===== src/rtl/step_board_pkg.sv =====
// step_board_pkg
//   Shared definitions for the step-board operand entry logic:
//   - phase_e : operand-entry FSM encodings (also driven out on the phase port)
//   - DEFAULT_DEBOUNCE_CYCLES : 20 ms of stable input at the 12 MHz board clock
package step_board_pkg;

    typedef enum logic [1:0] {
        PH_ENTER_A = 2'b00,
        PH_ENTER_B = 2'b01,
        PH_DONE    = 2'b10
    } phase_e;

    localparam int DEFAULT_DEBOUNCE_CYCLES = 240000;

endpackage : step_board_pkg


===== src/rtl/key_debounce.sv =====
// key_debounce
//   Conditions one bouncing, active-low push-button: a two-flop synchronizer,
//   a stable-time debouncer and a press-edge detector.
//   Ports:
//     clk    in  board clock
//     rst_n  in  asynchronous active-low reset
//     btn_n  in  raw button level, asynchronous, active-low
//     press  out one-cycle pulse on each debounced 1->0 transition (registered)
module key_debounce
    import step_board_pkg::*;
#(
    parameter int DEBOUNCE_CYCLES = DEFAULT_DEBOUNCE_CYCLES
) (
    input  logic clk,
    input  logic rst_n,
    input  logic btn_n,
    output logic press
);

    localparam int            CNT_W   = $clog2(DEBOUNCE_CYCLES) + 1;
    localparam logic [CNT_W-1:0] CNT_MAX = CNT_W'(DEBOUNCE_CYCLES - 1);

    logic [1:0]       sync_q, sync_d;
    logic             level_q, level_d;
    logic [CNT_W-1:0] cnt_q, cnt_d;
    logic             press_q, press_d;

    always_comb begin
        // NOTE: every signal gets a default before any branch so no latch is inferred.
        sync_d  = {sync_q[0], btn_n};
        level_d = level_q;
        cnt_d   = '0;
        // The count only advances while the synchronized input disagrees with
        // the accepted level; a single agreeing cycle restarts it at zero.
        if (sync_q[1] != level_q) begin
            if (cnt_q >= CNT_MAX) begin
                level_d = sync_q[1];
            end else begin
                cnt_d = cnt_q + CNT_W'(1);
            end
        end
        // Only a debounced release->press edge produces a pulse.
        press_d = level_q & ~level_d;
    end

    always_ff @(posedge clk or negedge rst_n) begin
        if (!rst_n) begin
            // Idle (released) levels, so reset release with keys up yields no pulse.
            sync_q  <= 2'b11;
            level_q <= 1'b1;
            cnt_q   <= '0;
            press_q <= 1'b0;
        end else begin
            // NOTE: state is updated with non-blocking assignments so every flop
            // samples the pre-edge values, independent of statement order.
            sync_q  <= sync_d;
            level_q <= level_d;
            cnt_q   <= cnt_d;
            press_q <= press_d;
        end
    end

    assign press = press_q;

endmodule : key_debounce


===== src/rtl/operand_loader.sv =====
// operand_loader
//   Captures two operands from the switches, one per confirmed key press,
//   for a small adder. A clear press zeroes both operands at any time.
//   Ports:
//     clk       in  12 MHz board clock
//     rst_n     in  asynchronous active-low reset
//     sw        in  operand switches, asynchronous, active-high
//     key_n     in  confirm button, active-low, bouncing
//     clr_n     in  clear button, active-low, bouncing
//     op_a      out captured operand A
//     op_b      out captured operand B
//     op_valid  out both operands captured (phase == DONE)
//     phase     out entry phase: 00 ENTER_A, 01 ENTER_B, 10 DONE
//   All outputs come straight from flops.
module operand_loader
    import step_board_pkg::*;
#(
    parameter int DEBOUNCE_CYCLES = DEFAULT_DEBOUNCE_CYCLES,
    parameter int W               = 2
) (
    input  logic         clk,
    input  logic         rst_n,
    input  logic [W-1:0] sw,
    input  logic         key_n,
    input  logic         clr_n,
    output logic [W-1:0] op_a,
    output logic [W-1:0] op_b,
    output logic         op_valid,
    output logic [1:0]   phase
);

    logic         key_pulse, clr_pulse;
    logic [W-1:0] sw_meta_q, sw_sync_q;
    logic [W-1:0] op_a_q, op_a_d;
    logic [W-1:0] op_b_q, op_b_d;
    logic         op_valid_q, op_valid_d;
    phase_e       phase_q, phase_d;

    key_debounce #(.DEBOUNCE_CYCLES(DEBOUNCE_CYCLES)) u_key_db (
        .clk   (clk),
        .rst_n (rst_n),
        .btn_n (key_n),
        .press (key_pulse)
    );

    key_debounce #(.DEBOUNCE_CYCLES(DEBOUNCE_CYCLES)) u_clr_db (
        .clk   (clk),
        .rst_n (rst_n),
        .btn_n (clr_n),
        .press (clr_pulse)
    );

    always_comb begin
        phase_d = phase_q;
        op_a_d  = op_a_q;
        op_b_d  = op_b_q;
        // Clear wins over a coincident key press, which is simply dropped.
        if (clr_pulse) begin
            phase_d = PH_ENTER_A;
            op_a_d  = '0;
            op_b_d  = '0;
        end else begin
            unique case (phase_q)
                PH_ENTER_A: if (key_pulse) begin
                    op_a_d  = sw_sync_q;
                    phase_d = PH_ENTER_B;
                end
                PH_ENTER_B: if (key_pulse) begin
                    op_b_d  = sw_sync_q;
                    phase_d = PH_DONE;
                end
                PH_DONE: if (key_pulse) begin
                    // Operands are kept for display until overwritten.
                    phase_d = PH_ENTER_A;
                end
                // Illegal code 11 falls back to operand A entry.
                default: phase_d = PH_ENTER_A;
            endcase
        end
        op_valid_d = (phase_d == PH_DONE);
    end

    always_ff @(posedge clk or negedge rst_n) begin
        if (!rst_n) begin
            sw_meta_q  <= '1;
            sw_sync_q  <= '1;
            op_a_q     <= '0;
            op_b_q     <= '0;
            op_valid_q <= 1'b0;
            phase_q    <= PH_ENTER_A;
        end else begin
            sw_meta_q  <= sw;
            sw_sync_q  <= sw_meta_q;
            op_a_q     <= op_a_d;
            op_b_q     <= op_b_d;
            op_valid_q <= op_valid_d;
            phase_q    <= phase_d;
        end
    end

    assign op_a     = op_a_q;
    assign op_b     = op_b_q;
    assign op_valid = op_valid_q;
    assign phase    = phase_q;

endmodule : operand_loader


===== config.mk =====
export PLATFORM = sky130hd
export DESIGN_NAME = operand_loader
export DESIGN_NICKNAME = d
export VERILOG_FILES = /design/src/rtl/step_board_pkg.sv /design/src/rtl/key_debounce.sv /design/src/rtl/operand_loader.sv
export SDC_FILE = /design/constraint.sdc
export NUM_CORES = 1
export LEC_CHECK = 0
export ABC_AREA = 1
export CORE_UTILIZATION = 45
export DETAILED_ROUTE_END_ITERATION = 8
export PLACE_DENSITY = 0.72
export SYNTH_ARGS = -nofsm -noshare
export SYNTH_HDL_FRONTEND = slang
export SYNTH_SLANG_ARGS = --single-unit

===== constraint.sdc =====
create_clock -name clk -period 1.8 [get_ports clk]
set_input_delay 0.27 -clock clk [delete_from_list [all_inputs] [get_ports clk]]
set_output_delay 0.27 -clock clk [all_outputs]
set_load 0.005 [all_outputs]

==> metrics.md <==
| Metric | Value |
|---|---|
| Post-detail-place hpwl | `3.48 mm` |
| Worst R2R Path Depth | `6` |
| Vias in the first global route | `2,000` |
| Die Area | `0.00668 mm^2` |
| Core Rows | `28` |
| Number of setup buffers added after CTS | `0` |
| Peak supply drop | `0.755 mV` |
| Worst Hold Depth | `1` |
| CP max stage cell | `dfrtp_1` |
| Setup CP Type | `flip-flop to flip-flop` |
| DRC Markers | `0` |
| Worst skew pair latency | `0.34 ns` |
| Final setup TNS | `0 ns` |
| Die Ht | `81.7 um` |
| Nets | `363` |
| CP Cell Sequence | `ha_1 > nand3_1 > nor2_1 > nand3_2 > nand4_4 > nor2_1` |
| Tmin final | `~1.6 ns` |
| NetSw | `775 uW` |
| Max incr delay on CP | `0.40 ns` |
| Max-Cap Viols | `0` |
| GRT Overall Usage | `around 17%` |
| Fmax | `612 MHz` |
| Clock Skews | `0.00993 ns` |
| Buf/Inv on CP | `0` |
| Switching Fraction | `24.8%` |
| Drt wl/cell | `11.7 um` |
| Final Non-Filler Cells | `approximately 440` |
| RePlAce Congestion | `0.867` |
| Detail Route Antenna Nets | `0` |
| CP Launch Type | `flip-flop` |
| Reg2Reg Capture Point | `u_key_db.cnt_q[5]$_DFF_PN0_` |
| Placed cells | `418` |
| CTS Sinks | `57` |
| Hold_sp | `sw[1]` |
| Final Hold Fails | `0` |
| Static leakage | `0.00143 uW` |
| Crit share post-route | `around 91%` |
| Worst hold-check path type | `input port to flip-flop` |
| Sequential area share after synthesis | `50.3%` |
| First-pass GRT wire length | `8.58 mm` |
| RR Startpoint | `u_key_db.cnt_q[0]$_DFF_PN0_` |
| Largest net degree at the start of global routing | `58` |
| Synth area leaders | `dfrtp_1, dfstp_2, nand2_1` |
| Layout cells sized above 1 | `between 15 and 20%` |
| Via-per-instance ratio | `4.90` |
| Synth Area per Inst | `8.64 um^2` |
| CTS tree | `done` |
| Synthesized area | `0.00286 mm^2` |
| Vias | `2,133` |
| Most frequent cells in the layout | `nand2_1, nor2_1, dfrtp_1` |
| Commonest non-fill, non-tap cell in the layout | `nand2_1` |
| Final slew viol count | `0` |
| First-pass DRT Iterations | `4` |
| Layout overhead on the synthesized area | `15.3%` |
| Num CTS Buffers | `9` |
| Yosys cell types | `28` |
| Final setup fails | `0` |
| 1st-iter DRT viols | `between 80 and 90` |
| Clk network pwr share | `43.6%` |
| Fill count | `549` |
| Pwr dens | `949 mW/mm^2` |
| Final wirelength | `between 5 and 6 mm` |
| Clock tree buffer depth | `2` |
| Crit. End Element | `flip-flop` |
| WP data required | `2.05 ns` |
| GRT Residual Overflow | `0` |
| P_int | `2350 uW` |
| Root buffer cell | `clkbuf_8` |
| Core Box Area | `0.00603 mm^2` |
| Cells resized by post-CTS repair | `0` |
| Initial antenna violation count | `0` |
| H-tree Lvls | `3` |
| Gate power share | `10.4%` |
| Synth area leader | `dfrtp_1` |
| #FFs+latches synth | `57` |
| Worst-path fanout max | `18` |
| Register area | `0.00144 mm^2` |
| Finished Core Util | `54.7%` |
| Chip Width | `81.7 um` |
| Status | `completed` |
| Port-buffer cells | `12` |
| IO Count | `13` |
| Area used by multi-input combinational logic | `0.00122 mm^2` |
| Gate Count Post-Synth | `331` |
| Worst R2R Setup Slack | `between 0.15 and 0.2 ns` |
| RSZ-0062 raised after global routing | `false` |
| Clk slew on worst S/H paths | `0.08 ns` |
| Hold path endpoint | `sw_meta_q[1]$_DFF_PN1_` |
| Top-area cell type share of the netlist area | `41.1%` |
| Starting Density | `47.4%` |
| Cell family with most CP delay | `simple AND/OR/NAND/NOR gates` |
| Share of power burned in registers | `46.0%` |
| Critical Path AT | `1.88 ns` |
| Most frequent CP cell | `nor2_1` |
| Antenna Cells | `0` |
| YS warnings | `0` |
-- synthesized netlist by cell type --
| library cell | count |
|---|---|
| inv_1 | 44 |
| nand3b_1 | 2 |
| a31oi_4 | 1 |
| nor2_4 | 2 |
| nand3_1 | 26 |
| and3_1 | 1 |
| nand2_1 | 64 |
| nand4_4 | 1 |
| conb_1 | 1 |
| xor2_1 | 23 |
| buf_6 | 1 |
| xnor2_1 | 4 |
| nand3_2 | 2 |
| buf_12 | 1 |
| nor2_1 | 51 |
| mux2i_1 | 2 |
| nor2_2 | 17 |
| a21oi_1 | 2 |
| dfrtp_1 | 47 |
| nand3_4 | 1 |
| nand4_1 | 4 |
| o21ai_0 | 5 |
| inv_2 | 2 |
| nor3_1 | 12 |
| nand2_2 | 2 |
| ha_1 | 2 |
| dfstp_2 | 10 |
| a31oi_1 | 1 |
-- power groups by stage --
stage | Clock, uW | Combinational (uW) | Sequential [uW]
after floorplan | 0 | 141 | 1460
after global placement | 0 | 321 | 1460
after detailed placement | 0 | 329 | 1460
after CTS | 1390 | 334 | 1440
after global routing | 1450 | 370 | 1450
final | 1370 | 324 | 1440
-- flip-flops by register name, summed over array words and instances, names as in the netlist, 2 cells and up --
register / count
phase: 2
sw_meta_q: 2
sw_sync_q: 2
u_key_db.sync_q: 2
u_clr_db.sync_q: 2
u_clr_db.cnt_q: 19
u_key_db.cnt_q: 19
op_b: 2
op_a: 2
-- layer usage --
metal	track usage, %	part of all wire (%)
met2	27.4	48
met5	0	0
met4	9.82	2.5
met3	3.78	3.6
met1	21.5	46
-- cell type report --
type / count / area share (%)
clock buffer: 9 / 3.76
clock inverter: 7 / 3.11
inverter: 46 / 5.24
multi-input combinational: 227 / 37.0
sequential: 57 / 43.6
tap: 75 / 2.85
timing repair buffer: 14 / 4.40
-- repair_timing --
| action | CTS | global route |
|---|---|---|
| endpoints found under the hold margin | 47 | 0 |
| hold buffers | 1 | 0 |
| endpoints found under the setup margin | 0 | 0 |
-- metrics by stage --
step	hold slack (ns)	total power, uW	setup WS, ns	instance area, um^2
detailed placement	0.294	1790	0.168	3060
global route	0.317	3270	0.0135	3300
global placement	0.292	1780	0.268	3060
CTS	0.314	3170	0.143	3300
finish	0.324	3130	0.167	3300
floorplan	-0.0256	1600	0.403	2860
-- how the worst max path moves through the flow --
stage / slack (ns) / to / from / depth (start not counted)
2_1_floorplan: 0.40 / u_key_db.cnt_q[17]$_DFF_PN0_ / u_key_db.cnt_q[0]$_DFF_PN0_ / 7
3_3_place_gp: 0.27 / u_key_db.cnt_q[0]$_DFF_PN0_ / u_key_db.cnt_q[0]$_DFF_PN0_ / 6
3_5_place_dp: 0.17 / u_key_db.cnt_q[5]$_DFF_PN0_ / u_key_db.cnt_q[0]$_DFF_PN0_ / 6
4_1_cts: 0.14 / u_key_db.cnt_q[5]$_DFF_PN0_ / u_key_db.cnt_q[0]$_DFF_PN0_ / 6
5_1_grt: 0.01 / u_key_db.cnt_q[5]$_DFF_PN0_ / u_key_db.cnt_q[0]$_DFF_PN0_ / 6
6_report: 0.17 / u_key_db.cnt_q[5]$_DFF_PN0_ / u_key_db.cnt_q[0]$_DFF_PN0_ / 6
-- cell families after synthesis --
family | synth area share [%]
compound gates | 2.19
xor+xnor | 8.27
fa+ha+maj | 0.875
buf+inv | 7.13
flops | 50.3
mux | 0.700
other cells | 0.131
simple gates | 30.4
(Power assumes the default switching activity.)
